[src/rtl/fwd_hazard_ctrl_if.sv]
// Forwarding/hazard control bus between the ID/EX stage and fwd_hazard_ctrl.
// Carries ID operand info and branch redirect in; stall, bubble and forward selects out.
interface fwd_hazard_ctrl_if #(
   parameter int REG_AW = 5
);
   logic              id_valid;
   logic [REG_AW-1:0] id_rs1;
   logic [REG_AW-1:0] id_rs2;
   logic [REG_AW-1:0] id_rd;
   logic              id_reg_write;
   logic              id_mem_read;
   logic              branch_taken_ex;
   logic              stall_if_id;
   logic              bubble_ex;
   logic [1:0]        operand_a_forward_cntl;
   logic [1:0]        operand_b_forward_cntl;

   modport master (
      output id_valid, id_rs1, id_rs2, id_rd,
      output id_reg_write, id_mem_read, branch_taken_ex,
      input  stall_if_id, bubble_ex,
      input  operand_a_forward_cntl, operand_b_forward_cntl
   );

   modport slave (
      input  id_valid, id_rs1, id_rs2, id_rd,
      input  id_reg_write, id_mem_read, branch_taken_ex,
      output stall_if_id, bubble_ex,
      output operand_a_forward_cntl, operand_b_forward_cntl
   );
endinterface

[src/rtl/fwd_hazard_ctrl.sv]
// Forwarding select and load-use hazard controller with EX/MEM rd shadow pipeline.
// Ports: clk, rst_n (async low), bus (slave modport); HAZARD_PERF_CNT_EN adds stall_count/fwd_count.
module fwd_hazard_ctrl #(
   parameter int REG_AW   = 5,
   parameter int NUM_REGS = 32
) (
   input  logic                clk,
   input  logic                rst_n,
`ifdef HAZARD_PERF_CNT_EN
   output logic [31:0]         stall_count,
   output logic [31:0]         fwd_count,
`endif
   fwd_hazard_ctrl_if.slave    bus
);

   logic [REG_AW-1:0] ex_rd_q, ex_rd_d;
   logic              ex_wr_q, ex_wr_d;
   logic              ex_ld_q, ex_ld_d;
   logic [REG_AW-1:0] mem_rd_q;
   logic              mem_wr_q;
   logic [1:0]        fwd_a_q, fwd_a_d;
   logic [1:0]        fwd_b_q, fwd_b_d;
   logic              load_use;
   logic              stall;
   logic              bubble;
   logic              kill;

   // x0 never carries a value worth forwarding.
   function automatic logic real_reg(input logic [REG_AW-1:0] r);
      return (r != '0) && (int'(r) < NUM_REGS);
   endfunction

   // Current EX occupant lands in MEM next cycle, current MEM in WB.
   // A load in EX has no data yet at MEM, so it never yields 01.
   function automatic logic [1:0] fwd_sel(input logic [REG_AW-1:0] src);
      logic [1:0] s;
      s = 2'b00;
      if (ex_wr_q && !ex_ld_q && real_reg(ex_rd_q) && ex_rd_q == src)
         s = 2'b01;
      else if (mem_wr_q && real_reg(mem_rd_q) && mem_rd_q == src)
         s = 2'b10;
      return s;
   endfunction

   always_comb begin
      load_use = bus.id_valid & ex_ld_q & ex_wr_q & real_reg(ex_rd_q)
               & ((ex_rd_q == bus.id_rs1) | (ex_rd_q == bus.id_rs2));
      stall    = load_use & ~bus.branch_taken_ex;
      bubble   = load_use | bus.branch_taken_ex;
      kill     = bubble | ~bus.id_valid;
      ex_rd_d  = bus.id_rd;
      ex_wr_d  = bus.id_reg_write;
      ex_ld_d  = bus.id_mem_read;
      fwd_a_d  = fwd_sel(bus.id_rs1);
      fwd_b_d  = fwd_sel(bus.id_rs2);
      if (kill) begin
         ex_rd_d = '0;
         ex_wr_d = 1'b0;
         ex_ld_d = 1'b0;
         fwd_a_d = 2'b00;
         fwd_b_d = 2'b00;
      end
   end

   always_ff @(posedge clk or negedge rst_n) begin
      if (!rst_n) begin
         ex_rd_q  <= '0;
         ex_wr_q  <= 1'b0;
         ex_ld_q  <= 1'b0;
         mem_rd_q <= '0;
         mem_wr_q <= 1'b0;
         fwd_a_q  <= 2'b00;
         fwd_b_q  <= 2'b00;
      end else begin
         mem_rd_q <= ex_rd_q;
         mem_wr_q <= ex_wr_q;
         ex_rd_q  <= ex_rd_d;
         ex_wr_q  <= ex_wr_d;
         ex_ld_q  <= ex_ld_d;
         fwd_a_q  <= fwd_a_d;
         fwd_b_q  <= fwd_b_d;
      end
   end

   assign bus.stall_if_id            = stall;
   assign bus.bubble_ex              = bubble;
   assign bus.operand_a_forward_cntl = fwd_a_q;
   assign bus.operand_b_forward_cntl = fwd_b_q;

`ifdef HAZARD_PERF_CNT_EN
   logic [31:0] stall_cnt_q;
   logic [31:0] fwd_cnt_q;

   always_ff @(posedge clk or negedge rst_n) begin
      if (!rst_n) begin
         stall_cnt_q <= '0;
         fwd_cnt_q   <= '0;
      end else begin
         if (stall && stall_cnt_q != 32'hFFFF_FFFF)
            stall_cnt_q <= stall_cnt_q + 32'd1;
         if ((fwd_a_q != 2'b00 || fwd_b_q != 2'b00)
             && fwd_cnt_q != 32'hFFFF_FFFF)
            fwd_cnt_q <= fwd_cnt_q + 32'd1;
      end
   end

   assign stall_count = stall_cnt_q;
   assign fwd_count   = fwd_cnt_q;
`endif

endmodule

[src/flat_wrapper.sv]
// flat-port wrapper written by rule: the top's interface ports become plain ports
module fwd_hazard_ctrl_flat 
#(
   parameter int REG_AW   = 5,
   parameter int NUM_REGS = 32
)
  (clk, rst_n, bus_id_valid, bus_id_rs1, bus_id_rs2, bus_id_rd, bus_id_reg_write, bus_id_mem_read, bus_branch_taken_ex, bus_stall_if_id, bus_bubble_ex, bus_operand_a_forward_cntl, bus_operand_b_forward_cntl);
  fwd_hazard_ctrl_if #(.REG_AW(REG_AW)) bus_i ();
  input  logic clk;
  input  logic rst_n;
  input wire logic [$bits(bus_i.id_valid)-1:0] bus_id_valid;
  input wire logic [$bits(bus_i.id_rs1)-1:0] bus_id_rs1;
  input wire logic [$bits(bus_i.id_rs2)-1:0] bus_id_rs2;
  input wire logic [$bits(bus_i.id_rd)-1:0] bus_id_rd;
  input wire logic [$bits(bus_i.id_reg_write)-1:0] bus_id_reg_write;
  input wire logic [$bits(bus_i.id_mem_read)-1:0] bus_id_mem_read;
  input wire logic [$bits(bus_i.branch_taken_ex)-1:0] bus_branch_taken_ex;
  output wire logic [$bits(bus_i.stall_if_id)-1:0] bus_stall_if_id;
  output wire logic [$bits(bus_i.bubble_ex)-1:0] bus_bubble_ex;
  output wire logic [$bits(bus_i.operand_a_forward_cntl)-1:0] bus_operand_a_forward_cntl;
  output wire logic [$bits(bus_i.operand_b_forward_cntl)-1:0] bus_operand_b_forward_cntl;
  assign bus_i.id_valid = bus_id_valid;
  assign bus_i.id_rs1 = bus_id_rs1;
  assign bus_i.id_rs2 = bus_id_rs2;
  assign bus_i.id_rd = bus_id_rd;
  assign bus_i.id_reg_write = bus_id_reg_write;
  assign bus_i.id_mem_read = bus_id_mem_read;
  assign bus_i.branch_taken_ex = bus_branch_taken_ex;
  assign bus_stall_if_id = bus_i.stall_if_id;
  assign bus_bubble_ex = bus_i.bubble_ex;
  assign bus_operand_a_forward_cntl = bus_i.operand_a_forward_cntl;
  assign bus_operand_b_forward_cntl = bus_i.operand_b_forward_cntl;
  fwd_hazard_ctrl #(.REG_AW(REG_AW), .NUM_REGS(NUM_REGS)) u_core (.clk(clk), .rst_n(rst_n), .bus(bus_i));
endmodule
[config.mk]
export PLATFORM = sky130hd
export DESIGN_NAME = fwd_hazard_ctrl_flat
export DESIGN_NICKNAME = d
export VERILOG_FILES = /design/src/rtl/fwd_hazard_ctrl_if.sv /design/src/rtl/fwd_hazard_ctrl.sv /design/src/flat_wrapper.sv
export SDC_FILE = /design/constraint.sdc
export NUM_CORES = 1
export LEC_CHECK = 0
export ABC_AREA = 1
export CAP_MARGIN = 10
export CORE_MARGIN = 1.5
export CORE_UTILIZATION = 49
export CTS_CLUSTER_SIZE = 14
export DETAILED_ROUTE_END_ITERATION = 12
export PLACE_DENSITY_LB_ADDON = 0.05
export SLEW_MARGIN = 20
export SYNTH_ARGS = -nofsm -noshare
export SYNTH_HDL_FRONTEND = slang
export SYNTH_SLANG_ARGS = --single-unit
[constraint.sdc]
create_clock -name clk -period 2.2 [get_ports clk]
set_clock_uncertainty 0.05 [all_clocks]
set_input_delay 0.44 -clock clk [delete_from_list [all_inputs] [get_ports clk]]
set_output_delay 0.44 -clock clk [all_outputs]
set_load 0.01 [all_outputs]
==> summary.txt, run 1 <==
Number of max-cap violations: 0
Largest net degree at the start of global routing: 18
CTS Buf Count: 3
Skew-Pair Late Insertion Delay: 0.27 ns
Seq cells post-synth: 17
CP peak stage delay: 0.42 ns
CTS H-tree depth: 1
CTS sink cnt: 17
Die area: 2100 µm²
Worst r2r path cells: 9
Final core occ: 74.4%
Worst hold stages: 0
Tot GR Track Use: 19.1%
DRC violations left: 0
Peak VDD IR: 0.000370 V
Leak: 0.685 nW
Cell Chain, Critical Path: inv_2, nand2_1, nand2_1, nor2_1, nand3_1, nand2_1, nand2_2, nand2_1, clkdlybuf4s15_2
Cell Int Power: 0.457 mW
Max frequency: 0.487 GHz
Die H: 45.8 µm
I/O Pins: 27
CP required: 1.71 ns
CP Max Fanout: 4
Synth top area cells: dfrtp_1 (47%), nand2_1 (12%), xnor2_1 (12%)
CTS tree: yes
CP endpoint kind: output port
Final Power: 0.601 mW
Sw power: 0.144 mW
Port-buffer cells: 26
Fill count: 150
Slew HR: 82.6%
Crit path time final: 2.05 ns
Antenna-violating nets left: 0
Initial core utilization: 52.0%
Share of post-route cells with drive strength above 1: 16.1%
Mapped Cells: 115
Vias post-DR: 805
Initial antenna violation count: 0
Final Wtd Congestion: 0.891
Crit Path Category: flop to output port
CP top delay family: simple AND/OR/NAND/NOR gates
Syn nets: 136
GRT overflow: 0
Core box area: 1730 µm²
CTS Root Cell: clkbuf_4
Seq/Total Area, Yosys: 47.4%
N_diodes: 0
Via density: 4.47
Clock network power share: 25.3%
Pwr Density: 468 nW/µm²
Critical Path Stages: 9
First-pass GRT wire length: 2880 µm
Critical path's most frequent cell: nand2_1
Post-CTS Hold Fix Bufs: 0
Syn Area/Cell: 7.80 µm²
Count of standard-cell rows: 15
Slew of the pin with the lowest slew margin: 0.258 ns
Sw Share: 23.9%
DR WL/cell: 10.0 µm
Initial drt markers: 0
Post-synth top area cell: dfrtp_1
Max clock buf depth: 2
Final Slew Violations: 0
Status: finished clean
Vias in the first global route: 745
Arrival @ worst endpoint: 1.56 ns
1st-pass router iterations: 1
Post-synth top area share: 47.4%
Synth unique cells: 17
Final WL: 1810 µm
Seq pwr share: 55.0%
Startpoint Class: flop
Synthesized cell area: 897 µm²
Worst Path Buf+Inv: 2
Gate power share: 19.6%
Tcrit/Tclk final: 93.3%
Class of the worst hold path: flop to flop
Final Setup Violations: 0
Chip width: 45.8 µm
Detail Placement HPWL: 1430 µm
Clock Pin Slew Worst Setup and Hold Paths: 0.09 ns
Final Hold Fails: 0
Synth warnings: 0
Area growth, synth to finish: 43.2%
Fin nets: 177
Slowest CP cell: dfrtp_1
==> power by group through the flow <==
| stage | Combinational (mW) | Clock [mW] | Sequential [mW] |
|---|---|---|---|
| finish | 0.118 | 0.152 | 0.331 |
| global route | 0.132 | 0.171 | 0.332 |
| CTS | 0.117 | 0.159 | 0.331 |
| detailed placement | 0.122 | 0 | 0.337 |
| global placement | 0.119 | 0 | 0.337 |
| floorplan | 0.0522 | 0 | 0.335 |
==> state kept, by name (all words and copies together), names as in the netlist <==
name / flops
u_core.ex_rd_q: 5
u_core.mem_rd_q: 5
u_core.bus.operand_a_forward_cntl: 2
u_core.bus.operand_b_forward_cntl: 2
u_core.ex_ld_q: 1
u_core.ex_wr_q: 1
u_core.mem_wr_q: 1
==> per-stage QoR <==
step | std cells | area [µm²] | setup slack [ns] | hold slack, ns | setup TNS, ns
CTS | 179 | 1260 | 0.0524 | 0.366 | 0
global placement | 175 | 1250 | -0.384 | 0.336 | -0.740
global route | 180 | 1280 | -0.00336 | 0.382 | -0.00336
finish | 180 | 1280 | 0.147 | 0.369 | 0
detailed placement | 175 | 1250 | -0.404 | 0.344 | -0.783
floorplan | 115 | 897 | 0.698 | 0.0944 | 0
==> cell usage after synthesis, drive strengths merged <==
master and instances:
nor3 2, nor2 21, buf 1, or2 2
xnor2 12, inv 21, nand4 2, nand3 5
o21ai 1, nand2 30, nand3b 1, dfrtp 17
==> routing by layer <==
layer / track usage (%) / vias to the layer above / wire length [µm] / part of all wire (%)
met1: 24.2 / 367 / 821 / 45
li1: - / 420 / - / -
met5: 0 / - / 0 / 0
met3: 2.38 / 2 / 57 / 3.2
met2: 34.1 / 16 / 916 / 51
met4: 5.14 / 0 / 12 / 0.66
==> final cells by class <==
| type | instances | area (µm²) | area share, % |
|---|---|---|---|
| clock buffers | 4 | 26.3 | 2.04 |
| inverters | 21 | 78.8 | 6.13 |
| multi-input cells | 76 | 389 | 30.3 |
| flip-flops and latches | 17 | 425 | 33.1 |
| well taps | 25 | 31.3 | 2.43 |
| repair buffers | 37 | 334 | 26.0 |
==> cell families (layout without fill, tap and decap cells) <==
kind of cell,count (synthesis),after routing,share of synthesized area [%]
buffers and inverters,22,62,10.0
flip-flops,17,17,47.4
XOR/XNOR,12,12,11.7
AND/OR/NAND/NOR,63,63,30.3
AO/OA/AOI/OAI,1,1,0.557
==> what timing repair did <==
item	CTS	global route
setup buffers	0	1
pin swaps	5	2
endpoints found under the setup margin	2	1
resized for setup	15	5
cloned	0	0
==> path summary, 6_finish.rpt <==
check	start	endpoint	slack, ns
max	u_core.ex_rd_q[1]$_DFF_PN0_	bus_bubble_ex	0.15
max reg2reg	u_core.ex_rd_q[1]$_DFF_PN0_	u_core.bus.operand_a_forward_cntl[1]$_DFF_PN0_	0.70
min	u_core.ex_wr_q$_DFF_PN0_	u_core.mem_wr_q$_DFF_PN0_	0.37
min reg2reg	u_core.ex_wr_q$_DFF_PN0_	u_core.mem_wr_q$_DFF_PN0_	0.37
max in group asynchronous	rst_n	u_core.mem_wr_q$_DFF_PN0_	1.49
min in group asynchronous	rst_n	u_core.mem_rd_q[0]$_DFF_PN0_	0.43
==> cell usage in the layout, fill, tap and decap left out, drive strengths merged <==
master,n
o21ai,1
nand3b,1
xnor2,12
clkbuf,4
nand4,2
inv,21
clkdlybuf4s15,1
buf,12
nor2,21
nand2,30
dlygate4sd2,8
nor3,2
nand3,5
dfrtp,17
or2,2
dlymetal6s2s,2
clkdlybuf4s50,14
(Power assumes the default switching activity.)
==> run 2, diff against run 1 <==
CORE_MARGIN = default   (was 1.5)
==> summary.txt, run 2 (synthesis gave the netlist of run 1 again) <==
RSZ-0062 raised after global routing: false
CP peak stage delay: 0.53 ns
I/O Pins: 27
Fill count: 149
CP endpoint kind: output port
Initial antenna violation count: 0
Largest net degree at the start of global routing: 18
Max frequency: 0.467 GHz
Tot GR Track Use: 22.0%
Clock Pin Slew Worst Setup and Hold Paths: 0.09 ns
Sw power: 0.152 mW
Peak VDD IR: 0.000415 V
Critical path's most frequent cell: nand2_1
Core box area: 1730 µm²
CTS Root Cell: clkbuf_4
Initial core utilization: 52.0%
Commonest cells after routing, fill and taps aside: nand2_1 (29), inv_1 (19), nor2_1 (18), dfrtp_1 (17), clkdlybuf4s50_1 (15)
Fin Hold WS: 0.373 ns
CP Max Fanout: 3
Tcrit/Tclk final: 97.4%
Cell Chain, Critical Path: clkdlybuf4s50_1, xnor2_1, nand3_1, nand2_1, nand2_2, nand2_1, clkdlybuf4s15_2
Share of post-route cells with drive strength above 1: 14.9%
Port-buffer cells: 26
Startpoint Class: input pin
Die H: 44.8 µm
Leak: 0.679 nW
DP Area: 1250 µm²
Hold Crit Start: u_core.ex_wr_q$_DFF_PN0_
Final Slew Violations: 0
CTS sink cnt: 17
Cell Int Power: 0.456 mW
Die area: 2010 µm²
1st-pass router iterations: 4
Setup tns final: 0 ns
Slew of the pin with the lowest slew margin: 0.239 ns
DR WL/cell: 10.6 µm
Crit path launch: bus_id_rs1[4]
CTS Buf Count: 3
Detail Placement HPWL: 1520 µm
GRT overflow: 0
First-pass GRT wire length: 3080 µm
Arrival @ worst endpoint: 1.65 ns
Status: finished clean
Count of standard-cell rows: 15
Pwr Density: 478 nW/µm²
Initial drt markers: 17
Slowest CP cell: clkdlybuf4s50_1
Area growth, synth to finish: 42.0%
CTS H-tree depth: 1
Leading registers by flop count: u_core.ex_rd_q (5), u_core.mem_rd_q (5)
FF-to-FF Start: u_core.ex_rd_q[2]$_DFF_PN0_
Final WL: 1890 µm
Crit Path Category: input pin to output port
Crit path time final: 2.14 ns
CP top delay family: buffers and inverters
Skew-Pair Late Insertion Delay: 0.28 ns
Antenna-violating nets left: 0
Slew HR: 84.0%
Seq pwr share: 54.4%
Leading cell type in the layout, fill and taps excluded: nand2_1
Via density: 4.47
Vias in the first global route: 772
Final Wtd Congestion: 0.775
CP required: 1.71 ns
Final Hold Fails: 0
Fin nets: 176
Sw Share: 25.0%
Vias post-DR: 801
Final Setup Violations: 0
Class of the worst hold path: flop to flop
DRC violations left: 0
Post-CTS Hold Fix Bufs: 0
N_diodes: 0
Worst Path Buf+Inv: 2
Clock network power share: 26.5%
Max clock buf depth: 2
Gate power share: 19.1%
CTS tree: yes
Number of max-cap violations: 0
Final Instance Area: 1270 µm²
Chip width: 44.8 µm
==> run 2: final cells by class <==
type	count	area [µm²]	share of cell area (%)
sequential	17	425	33.4
multi-input combinational	76	384	30.2
tap	25	31.3	2.46
clock buffer	4	26.3	2.06
inverter	21	78.8	6.19
timing repair buffer	36	328	25.7
==> run 2: what timing repair did <==
| item | 4_1_cts | 5_1_grt |
|---|---|---|
| endpoints found under the setup margin | 2 | 2 |
| resized for setup | 14 | 4 |
| setup buffers | 0 | 0 |
| hold endpoints to repair | 0 | 0 |
| pin swaps | 3 | 0 |
==> run 2: worst reg2reg max path: cells and delay by family (launching register included) <==
family	cells	cell delay, ns
buffers and inverters	2	0.18
DFF	1	0.43
and+or+nand+nor	8	0.75
==> run 2: power groups by stage <==
stage          sequential [mW]  combinational, mW  clock (mW)
6_report                 0.331              0.116       0.161
3_3_place_gp             0.336              0.119           0
3_5_place_dp             0.337              0.122           0
2_1_floorplan            0.335             0.0522           0
5_1_grt                  0.332              0.130       0.179
4_1_cts                  0.331              0.117       0.167
==> run 2: per-stage QoR <==
step           worst slack (ns)  std cells  utilization [%]  total power [mW]
2_1_floorplan             0.698        115                -             0.387
3_3_place_gp             -0.374        175             72.5             0.455
3_5_place_dp             -0.393        175             72.5             0.459
4_1_cts                  0.0138        179             73.3             0.615
5_1_grt                  0.0111        179             73.8             0.641
6_report                 0.0580        179             73.8             0.608
==> run 2: layer usage <==
layer | up-vias | GRT usage [%] | share of wire [%]
met2 | 18 | 37.6 | 51
li1 | 417 | - | -
met1 | 364 | 26.9 | 44
met5 | - | 0 | 0
met3 | 2 | 3.20 | 4.6
met4 | 0 | 11.5 | 0.84
==> run 2: path summary, 6_finish.rpt <==
kind | endpoint | slack, ns | cells past startpoint
hold / removal | u_core.mem_wr_q$_DFF_PN0_ | 0.37 | 0
min in group asynchronous | u_core.mem_rd_q[1]$_DFF_PN0_ | 0.42 | 2
setup reg to reg | u_core.bus.operand_a_forward_cntl[0]$_DFF_PN0_ | 0.67 | 10
setup / recovery | bus_bubble_ex | 0.06 | 7
hold reg to reg | u_core.mem_wr_q$_DFF_PN0_ | 0.37 | 0
max in group asynchronous | u_core.ex_rd_q[4]$_DFF_PN0_ | 1.49 | 2
